**src/rtl/serial_adder_if.sv**
```systemverilog
// Operand/result bundle for the bit-serial adder.
// The requester drives the operands; the adder returns status and result.
interface serial_adder_if #(
  parameter int WIDTH = 8
);
  logic             start;
  logic [WIDTH-1:0] a;
  logic [WIDTH-1:0] b;
  logic             cin;
  logic             sub;
  logic             busy;
  logic             done;
  logic [WIDTH-1:0] sum;
  logic             cout;
  logic             ovf;

  modport master (
    output start, a, b, cin, sub,
    input  busy, done, sum, cout, ovf
  );

  modport slave (
    input  start, a, b, cin, sub,
    output busy, done, sum, cout, ovf
  );
endinterface

```
**src/rtl/serial_adder.sv**
```systemverilog
// Bit-serial adder/subtractor: one full-adder cell plus a carry flop,
// processing one operand bit per clock, LSB first.
module serial_adder #(
  parameter int WIDTH = 8
) (
  input  logic           clk,
  input  logic           rst,
  serial_adder_if.slave  bus
);
  localparam int CW = $clog2(WIDTH + 1);

  localparam logic [1:0] IDLE = 2'd0;
  localparam logic [1:0] RUN  = 2'd1;
  localparam logic [1:0] DONE = 2'd2;

  logic [1:0]       r_state;
  logic [WIDTH-1:0] r_a;
  logic [WIDTH-1:0] r_b;
  logic [WIDTH-1:0] r_res;
  logic             r_c;
  logic [CW-1:0]    r_cnt;
  logic [WIDTH-1:0] r_sum;
  logic             r_cout;
  logic             r_ovf;

  logic             w_s;
  logic             w_cn;
  logic             w_last;
  logic [WIDTH-1:0] w_res_nx;

  assign w_s      = r_a[0] ^ r_b[0] ^ r_c;
  assign w_cn     = (r_a[0] & r_b[0])
                  | (r_a[0] & r_c)
                  | (r_b[0] & r_c);
  assign w_last   = (r_cnt == CW'(WIDTH - 1));
  // new bit enters at the MSB; after WIDTH shifts bit 0 sits at the LSB
  assign w_res_nx = WIDTH'({w_s, r_res} >> 1);

  always_ff @(posedge clk) begin
    if (rst) begin
      r_state <= IDLE;
      r_a     <= '0;
      r_b     <= '0;
      r_res   <= '0;
      r_c     <= 1'b0;
      r_cnt   <= '0;
      r_sum   <= '0;
      r_cout  <= 1'b0;
      r_ovf   <= 1'b0;
    end else begin
      unique case (r_state)
        IDLE: begin
          if (bus.start) begin
            r_a     <= bus.a;
            r_b     <= bus.sub ? ~bus.b : bus.b;
            r_c     <= bus.sub ? 1'b1 : bus.cin;
            r_cnt   <= '0;
            r_state <= RUN;
          end
        end
        RUN: begin
          r_res <= w_res_nx;
          r_c   <= w_cn;
          r_a   <= r_a >> 1;
          r_b   <= r_b >> 1;
          r_cnt <= r_cnt + CW'(1);
          if (w_last) begin
            r_sum   <= w_res_nx;
            r_cout  <= w_cn;
            r_ovf   <= r_c ^ w_cn;
            r_state <= DONE;
          end
        end
        DONE:    r_state <= IDLE;
        default: r_state <= IDLE;
      endcase
    end
  end

  assign bus.busy = (r_state == RUN);
  assign bus.done = (r_state == DONE);
  assign bus.sum  = r_sum;
  assign bus.cout = r_cout;
  assign bus.ovf  = r_ovf;
endmodule

```
**src/flat_wrapper.sv**
```systemverilog
// flat-port wrapper written by rule: the top's interface ports become plain ports
module serial_adder_flat 
#(
  parameter int WIDTH = 8
)
  (clk, rst, bus_start, bus_a, bus_b, bus_cin, bus_sub, bus_busy, bus_done, bus_sum, bus_cout, bus_ovf);
  serial_adder_if #(.WIDTH(WIDTH)) bus_i ();
  input  logic clk;
  input  logic rst;
  input wire logic [$bits(bus_i.start)-1:0] bus_start;
  input wire logic [$bits(bus_i.a)-1:0] bus_a;
  input wire logic [$bits(bus_i.b)-1:0] bus_b;
  input wire logic [$bits(bus_i.cin)-1:0] bus_cin;
  input wire logic [$bits(bus_i.sub)-1:0] bus_sub;
  output wire logic [$bits(bus_i.busy)-1:0] bus_busy;
  output wire logic [$bits(bus_i.done)-1:0] bus_done;
  output wire logic [$bits(bus_i.sum)-1:0] bus_sum;
  output wire logic [$bits(bus_i.cout)-1:0] bus_cout;
  output wire logic [$bits(bus_i.ovf)-1:0] bus_ovf;
  assign bus_i.start = bus_start;
  assign bus_i.a = bus_a;
  assign bus_i.b = bus_b;
  assign bus_i.cin = bus_cin;
  assign bus_i.sub = bus_sub;
  assign bus_busy = bus_i.busy;
  assign bus_done = bus_i.done;
  assign bus_sum = bus_i.sum;
  assign bus_cout = bus_i.cout;
  assign bus_ovf = bus_i.ovf;
  serial_adder #(.WIDTH(WIDTH)) u_core (.clk(clk), .rst(rst), .bus(bus_i));
endmodule
```
**config.mk**
```make
export PLATFORM = sky130hd
export DESIGN_NAME = serial_adder_flat
export DESIGN_NICKNAME = d
export VERILOG_FILES = /design/src/rtl/serial_adder_if.sv /design/src/rtl/serial_adder.sv /design/src/flat_wrapper.sv
export SDC_FILE = /design/constraint.sdc
export NUM_CORES = 1
export LEC_CHECK = 0
export ABC_AREA = 1
export ABC_CLOCK_PERIOD_IN_PS = 1240
export CAP_MARGIN = 10
export CORE_MARGIN = 1.5
export CORE_UTILIZATION = 47
export CTS_CLUSTER_DIAMETER = 100
export CTS_CLUSTER_SIZE = 16
export DETAILED_ROUTE_END_ITERATION = 16
export GPL_ROUTABILITY_DRIVEN = 1
export PLACE_DENSITY_LB_ADDON = 0.08
export RECOVER_POWER = 100
export REMOVE_ABC_BUFFERS = 1
export SLEW_MARGIN = 40
export SYNTH_ARGS = -nofsm -noshare
export SYNTH_HDL_FRONTEND = slang
export SYNTH_SLANG_ARGS = --single-unit
```
**constraint.sdc**
```tcl
create_clock -name clk -period 1.24 [get_ports clk]
set_input_delay 0.186 -clock clk [delete_from_list [all_inputs] [get_ports clk]]
set_output_delay 0.186 -clock clk [all_outputs]
set_load 0.02 [all_outputs]
```
# Word level (Yosys, flattened, before mapping)

Index checks and enable logic that the tools add are counted.
W data, S select, Z words.

Flip-flop bits (word level): 41
Input bits: 21
Output and inout port bits: 12
Logic and storage cells: 42

Add/subtract/negate cells: 1
Eq/ne operators: 5
Muxes and demuxes: 13
Bitwise gates (word level): 9
Reductions and logical operators: 5

Operator list:

| kind                  | number |
|---|---|
| $pmux W8 S2           | 2 |
| $mux W8               | 3 |
| $not A8 Y8            | 1 |
| $pmux W4 S2           | 1 |
| $reduce_and A2 Y1     | 3 |
| $add A4 B1 Y4 const B | 1 |
| $eq A4 B3 Y1 const B  | 1 |
| $mux W2               | 2 |
| $mux W4               | 1 |
| $pmux W2 S2           | 1 |
| $and A1 B1 Y1         | 3 |
| $xor A1 B1 Y1         | 3 |
| $eq A2 B1 Y1 const B  | 1 |
| $eq A2 B2 Y1 const B  | 1 |
| $logic_not A2 Y1      | 1 |
| $mux W1               | 2 |
| $ne A2 B1 Y1 const B  | 1 |
| $ne A2 B2 Y1 const B  | 1 |
| $or A1 B1 Y1          | 2 |
| $pmux W1 S2           | 1 |
| $reduce_bool A2 Y1    | 1 |

# Longest topological paths before layout

Gate-level depths: netlist of run 1.

Depth in word-level cells: 4
Mapped depth: 8
Mapped depth without buffers: 7

# Least setup slack after synthesis of run 1

No wires, ideal clock.

Path type: reg-to-reg
Start: register u_core.r_cnt[0]
End: register u_core.r_sum[4], in the netlist u_core.bus.sum[4]
Library setup time: 0.113 ns
Data arrival time: 1.144 ns
Data required time: 1.127 ns
Path slack: -0.017 ns
Stages on the path, launching flop included: 7
Buffers on the path: 0
Clock period less this slack: 1.257 ns
Cells stage by stage: dfxtp_1 ha_1 nand2_1 nor2_1 nand2_4 o21ai_1 nor2_1

Word-level cells in the longest chain between the ends: 2

RTL lines:

| what                        | RTL line           | RTL |
|---|---|---|
| from (decl)                 | serial_adder.sv:21 | `logic [CW-1:0] r_cnt;` |
| from (signal assigned)      | serial_adder.sv:66 | `r_cnt <= r_cnt + CW'(1);` |
| $eq A4 B3 Y1                | serial_adder.sv:35 | `assign w_last = (r_cnt == CW'(WIDTH - 1));` |
| $reduce_and A2 Y1 (no line) | --                 |  |
| to (signal assigned)        | serial_adder.sv:68 | `r_sum <= w_res_nx;` |
| to (decl)                   | serial_adder.sv:22 | `logic [WIDTH-1:0] r_sum;` |

No other way between the ends.
A chain may end at the register's enable or synchronous reset.

# Worst setup path in the final report of run 1

Start: register u_core.r_state[1]
End: output port bus_busy

Word-level cells in the longest chain between the ends: 1

RTL lines:

| what                   | RTL line           | RTL |
|---|---|---|
| from (decl)            | serial_adder.sv:16 | `logic [1:0] r_state;` |
| from (signal assigned) | serial_adder.sv:41 | `r_state <= IDLE;` |
| from (signal assigned) | serial_adder.sv:58 | `r_state <= RUN;` |
| from (signal assigned) | serial_adder.sv:71 | `r_state <= DONE;` |
| $eq A2 B1 Y1           | serial_adder.sv:80 | `assign bus.busy = (r_state == RUN);` |
| to (decl)              | flat_wrapper.sv:15 | `output wire logic [$bits(bus_i.busy)-1:0] bus_busy;` |

No other way between the ends.

==> metrics.csv, run 1 <==
metric;value;unit
outcome;finished, final reports clean;
Worst Path Class, Setup;flop to primary output;
core outline area;3740;sq um
vias in the first global route;1650;
Die Y;66.3;um
worst skew pair latency;0.29;ns
most frequent cells in the layout;nand2_1 (73), nor2_1 (44), dfxtp_1 (34);
part of the cycle the worst path needs;96.1;%
Post-synth EDFFs;0;
HP Start;bus_a[7];
R2R Setup Slk;0.05;ns
leakage;1.22;nW
Worst-Margin Slew;0.261;ns
commonest non-fill, non-tap cell in the layout;nand2_1;
endpoints failing setup;0;
yosys synthesis warning count;0;
syn_area_per_cell;6.90;sq um
Hold Path Sink;u_core.r_a[7];
Vias;1874;
I/O Pins;33;
Syn Inst Count;273;
Max IR drop VDD;653;uV
worst slack, placed;-0.110;ns
Synth Flop Type;dfxtp_1;
antenna cells;0;
ys async rst share;0;%
Die ar.;4400;sq um
Die Span X;66.3;um
initial antenna violation count;0;
Post-CTS Hold Buffers;0;
CP Buf/Inv Count;1;
clk root buf;clkbuf_8;
CTS tree;done;
Tot GR Track Use;21.7;%
Worst-path clk slew;0.07;ns
area delta synth->final;39.5;%
Min-Delay Path Depth;3;
CTS max path bufs;2;
wirelength, routed;4.42;mm
Iteration-0 DRC Markers;89;
reg2reg end;u_core.r_c;
TritonCTS Buffers;5;
CP startpoint kind;flop;
first-pass GRT wire length;7.21;mm
Setup crit end kind;primary output;
Synth top area share;42.5;%
Max Cap Violations;0;
drt drc;0;
delay of the slowest cell on the worst path;0.37;ns
final hold viol count;0;
Synth area leaders;dfxtp_1 (43%), nand2_1 (15%), nand3_1 (9.3%);
Worst slew margin;82.5;%
required time of the worst setup path;1.05;ns
largest delay contributor family on the critical path;flip-flops;
largest net degree at the start of global routing;24;
Clock Skew;0.00191;ns
CTS H-tree depth;2;
CP Max Fanout;3;
Routed Antenna Nets;0;
final worst setup slack;0.0484;ns
port bufs;32;
ratio of cells with drive above 1 in the final layout;19.6;%
Min Hold Slack;0.446;ns
Seq/Total Area, Yosys;42.5;%
row count;22;
Initial Util;50.3;%
crit path DAT;1.01;ns
DRT Pass-1 Iters;4;
leading area contributor after synthesis;dfxtp_1;
Overflow after GRT;0;
RePlAce Congestion;0.818;
RSZ-0062 raised after global routing;yes;
crit path cell chain;nor2_4, buf_2;
crit path max-delay cell type;dfxtp_4;
Hold Crit Class;input pin to flop;
dpl hpwl;3.07;mm
NumNets Final;353;
count of pins over their slew limit;0;
power per cell area;1060;nW/um^2
reg2reg start;u_core.r_a[0];
synth unique cells;24;
Levels on crit path;2;
FF-to-FF path depth;6;
Synth Cell Area;1880;sq um
fin crit period;1.19;ns
Max Fclk;839;MHz
Synth Register Bits;40;
mean routed wirelength per cell;11.7;um
vias per inst;4.94;
TritonCTS Sinks;40;
## worst register-to-register path, delay by kind of cell (launching register included)
kind / cells / cell delay [ns]
simple gates: 3 / 0.17
flops: 1 / 0.34
buf+inv: 2 / 0.16
fa+ha+maj: 1 / 0.42
## how the worst max path moves through the flow
stage,slack [ns],endpoint,start
after global placement,-0.08,bus_done,u_core.r_state[1]
after global routing,-0.01,u_core.bus.ovf,u_core.r_a[0]
after CTS,0.002,u_core.bus.sum[4],u_core.r_cnt[0]
after floorplan,-0.14,u_core.bus.sum[4],u_core.r_state[0]
after detailed placement,-0.11,bus_done,u_core.r_state[1]
final,0.05,bus_busy,u_core.r_state[1]
## timing repair
item / 4_1_cts / 5_1_grt
cloned: 0 / 1
pin swaps: 0 / 7
gates resized for setup: 23 / 26
buffers inserted: 0 / 4
endpoints found under the setup margin: 16 / 24
## area by class of cell
type | count | area, sq um
Tap cell | 48 | 60.1
Clock buffer | 7 | 86.3
Fill cell | 333 | 1120
Inverter | 27 | 101
Sequential cell | 40 | 811
Multi-Input combinational cell | 196 | 976
Timing Repair Buffer | 60 | 586
Clock inverter | 1 | 7.51
## where the power goes
group	leakage (nW)	internal (mW)	switching [mW]	total, mW
clock network	0.0445	0.452	0.447	0.899
registers	0.329	1.34	0.0363	1.38
logic	0.844	0.255	0.257	0.511
## through the flow
| step | setup TNS, ns | cells | total power [mW] | area, sq um | util (%) |
|---|---|---|---|---|---|
| after global routing | -0.0283 | 379 | 2.92 | 2630 | 70.2 |
| after floorplan | -1.72 | 262 | 1.62 | 1800 | - |
| after CTS | 0 | 374 | 2.75 | 2470 | 66.0 |
| after global placement | -1.07 | 366 | 1.85 | 2380 | 63.6 |
| after detailed placement | -1.24 | 366 | 1.86 | 2380 | 63.6 |
| final | 0 | 379 | 2.79 | 2630 | 70.2 |
## cells in the mapped netlist (3+ instances only)
cell,count
nand2_1,76
nor2_1,45
dfxtp_1,40
nand3_1,35
inv_1,25
a21oi_1,16
o21ai_0,9
buf_2,3
buf_6,3
nand2_4,3
## per-layer routing
metal  vias up  part of all wire, %  global-route usage [%]
met2        44                   49                    36.1
met1       850                   45                    26.9
met5         -                    0                       0
met4         0                  1.9                    9.69
met3         9                  4.0                    4.26
li1        971                    -                       -
## flip-flops by register name, summed over array words and instances (netlist names)
| name | count |
|---|---|
| u_core.r_c | 1 |
| u_core.r_state | 2 |
| u_core.bus.sum | 8 |
| u_core.r_a | 8 |
| u_core.r_cnt | 4 |
| u_core.bus.ovf | 1 |
| u_core.r_b | 8 |
| u_core.r_res | 7 |
| u_core.bus.cout | 1 |
## kinds of logic after synthesis
| kind of cell | synth area share (%) |
|---|---|
| and+or+nand+nor | 37.1 |
| adders and majority gates | 1.73 |
| DFF | 42.5 |
| AOI/OAI and AO/OA | 7.77 |
| buffers and inverters | 9.97 |
| xor gates and xnor gates | 0.930 |
No activity file was read; power rests on OpenSTA's default activity.
==> inputs of run 2 (changes only) <==
--- a/config.mk
+++ b/config.mk
@@ -8,8 +8,10 @@
 export ABC_AREA = 1
 export ABC_CLOCK_PERIOD_IN_PS = 1240
 export CAP_MARGIN = 10
+export CELL_PAD_IN_SITES_DETAIL_PLACEMENT = 1
+export CELL_PAD_IN_SITES_GLOBAL_PLACEMENT = 2
 export CORE_MARGIN = 1.5
-export CORE_UTILIZATION = 47
+export CORE_UTILIZATION = 26
 export CTS_CLUSTER_DIAMETER = 100
 export CTS_CLUSTER_SIZE = 16
 export DETAILED_ROUTE_END_ITERATION = 16
==> metrics.csv, run 2 (synthesis gave the netlist of run 1 again) <==
metric;value;unit
Worst-path clk slew;0.09;ns
FF-to-FF path depth;7;
vias per inst;4.32;
Routed Antenna Nets;0;
largest net degree at the start of global routing;24;
R2R Setup Slk;0.04;ns
Final Cell Area;2670;sq um
CP startpoint kind;flop;
ratio of cells with drive above 1 in the final layout;20.0;%
final hold viol count;0;
clk root buf;clkbuf_8;
TritonCTS Buffers;5;
Vias;1839;
dpl hpwl;3.72;mm
I/O Pins;33;
outcome;finished, final reports clean;
initial antenna violation count;0;
clock share of power;36.7;%
row count;30;
Die Y;88.1;um
Min Hold Slack;0.453;ns
mean routed wirelength per cell;12.1;um
final worst setup slack;0.0353;ns
RePlAce Congestion;0.715;
Die ar.;7760;sq um
power per cell area;1110;nW/um^2
DRT Pass-1 Iters;4;
Max Fclk;830;MHz
Hold Path Sink;u_core.r_a[7];
wirelength, routed;5.14;mm
crit path cell chain;buf_4, nor2_4, nand2_4, nand2_1, o21ai_0, inv_1, nor2_1;
Max IR drop VDD;425;uV
Int Pwr;2.18;mW
area delta synth->final;42.0;%
Iteration-0 DRC Markers;41;
Worst slew margin;81.6;%
Tot GR Track Use;14.7;%
Clock Skew;0.00568;ns
CTS H-tree depth;2;
Design Power;2.97;mW
switch share;26.8;%
most frequent cells in the layout;nand2_1 (73), nor2_1 (40), dfxtp_1 (35);
CP Max Fanout;8;
Worst-Margin Slew;0.276;ns
Max Cap Violations;0;
reg2reg end;u_core.r_cnt[3];
leakage;1.23;nW
vias in the first global route;1817;
DP Area;2420;sq um
Die Span X;88.1;um
crit path DAT;1.41;ns
Post-CTS Hold Buffers;0;
drt drc;0;
CTS max path bufs;2;
Setup crit end kind;flop;
first-pass GRT wire length;8.67;mm
TritonCTS Sinks;40;
Worst Path Class, Setup;flop to flop;
CTS tree;done;
antenna cells;0;
Switch Pwr;796;uW
Logic pwr share;16.9;%
delay of the slowest cell on the worst path;0.34;ns
Min-Delay Path Depth;3;
RSZ-0062 raised after global routing;yes;
endpoints failing setup;0;
count of pins over their slew limit;0;
HP Start;bus_a[7];
reg2reg start;u_core.r_state[0];
worst slack, placed;-0.199;ns
core outline area;6910;sq um
NumNets Final;352;
commonest non-fill, non-tap cell in the layout;nand2_1;
Flop pwr share;46.4;%
port bufs;32;
fin util;38.7;%
Initial Util;27.3;%
part of the cycle the worst path needs;97.2;%
fin crit period;1.20;ns
worst skew pair latency;0.30;ns
crit path max-delay cell type;dfxtp_2;
required time of the worst setup path;1.44;ns
Overflow after GRT;0;
Hold Crit Class;input pin to flop;
[run 2: cell types whose count changed in the layout (fill, tap and decap cells not counted), sizes merged]
cell    delta
buf        -3
bufinv     +1
clkinv     +1
[run 2: worst max-delay path, delay by kind of cell, from the launching register on]
kind                   cells  cell delay [ns]
AOI/OAI and AO/OA          1             0.08
DFF                        1             0.34
and+or+nand+nor            4             0.47
buffers and inverters      2             0.22
[run 2: area by class of cell]
| cell class | count | area [sq um] |
|---|---|---|
| timing repair buffer | 59 | 548 |
| tap | 96 | 120 |
| inverter | 27 | 101 |
| clock buffer | 5 | 68.8 |
| sequential | 40 | 810 |
| fill | 900 | 4230 |
| clock inverter | 3 | 42.5 |
| multi-input combinational | 196 | 983 |
[run 2: power by group through the flow]
stage	sequential, mW	clock, mW	combinational [mW]
6_report	1.38	1.09	0.502
5_1_grt	1.39	1.19	0.566
4_1_cts	1.38	1.13	0.472
3_5_place_dp	1.41	0	0.461
3_3_place_gp	1.41	0	0.457
2_1_floorplan	1.40	0	0.219
[run 2: worst max-delay path by stage]
stage | to | startpoint | cells after the start
after global routing | u_core.r_b[4] | u_core.r_state[0] | 6
after global placement | u_core.r_b[2] | bus_start | 7
after CTS | u_core.bus.sum[4] | u_core.r_cnt[0] | 7
after floorplan | u_core.bus.sum[4] | u_core.r_state[0] | 5
after detailed placement | u_core.r_b[2] | bus_start | 7
final | u_core.r_cnt[3] | u_core.r_state[0] | 7
[run 2: per-layer routing]
layer | vias to the layer above | part of all wire [%] | global-route usage [%]
met5 | - | 0 | 0
met4 | 0 | 1.1 | 4.69
met3 | 4 | 2.6 | 3.11
met2 | 20 | 47 | 24.4
met1 | 853 | 50 | 18.9
li1 | 962 | - | -
[run 2: repair_timing]
item                                   CTS  global route
pin swaps                                1            10
endpoints found under the hold margin    0             0
gates cloned                             0             1
gates resized for setup                 29            27
setup endpoints to repair               30            25
buffers inserted                         0             4
[run 2: metrics by stage]
step,std cells,setup TNS (ns)
2_1_floorplan,262,-1.72
3_3_place_gp,413,-2.97
6_report,426,0
4_1_cts,421,0
3_5_place_dp,413,-3.13
5_1_grt,426,-0.154
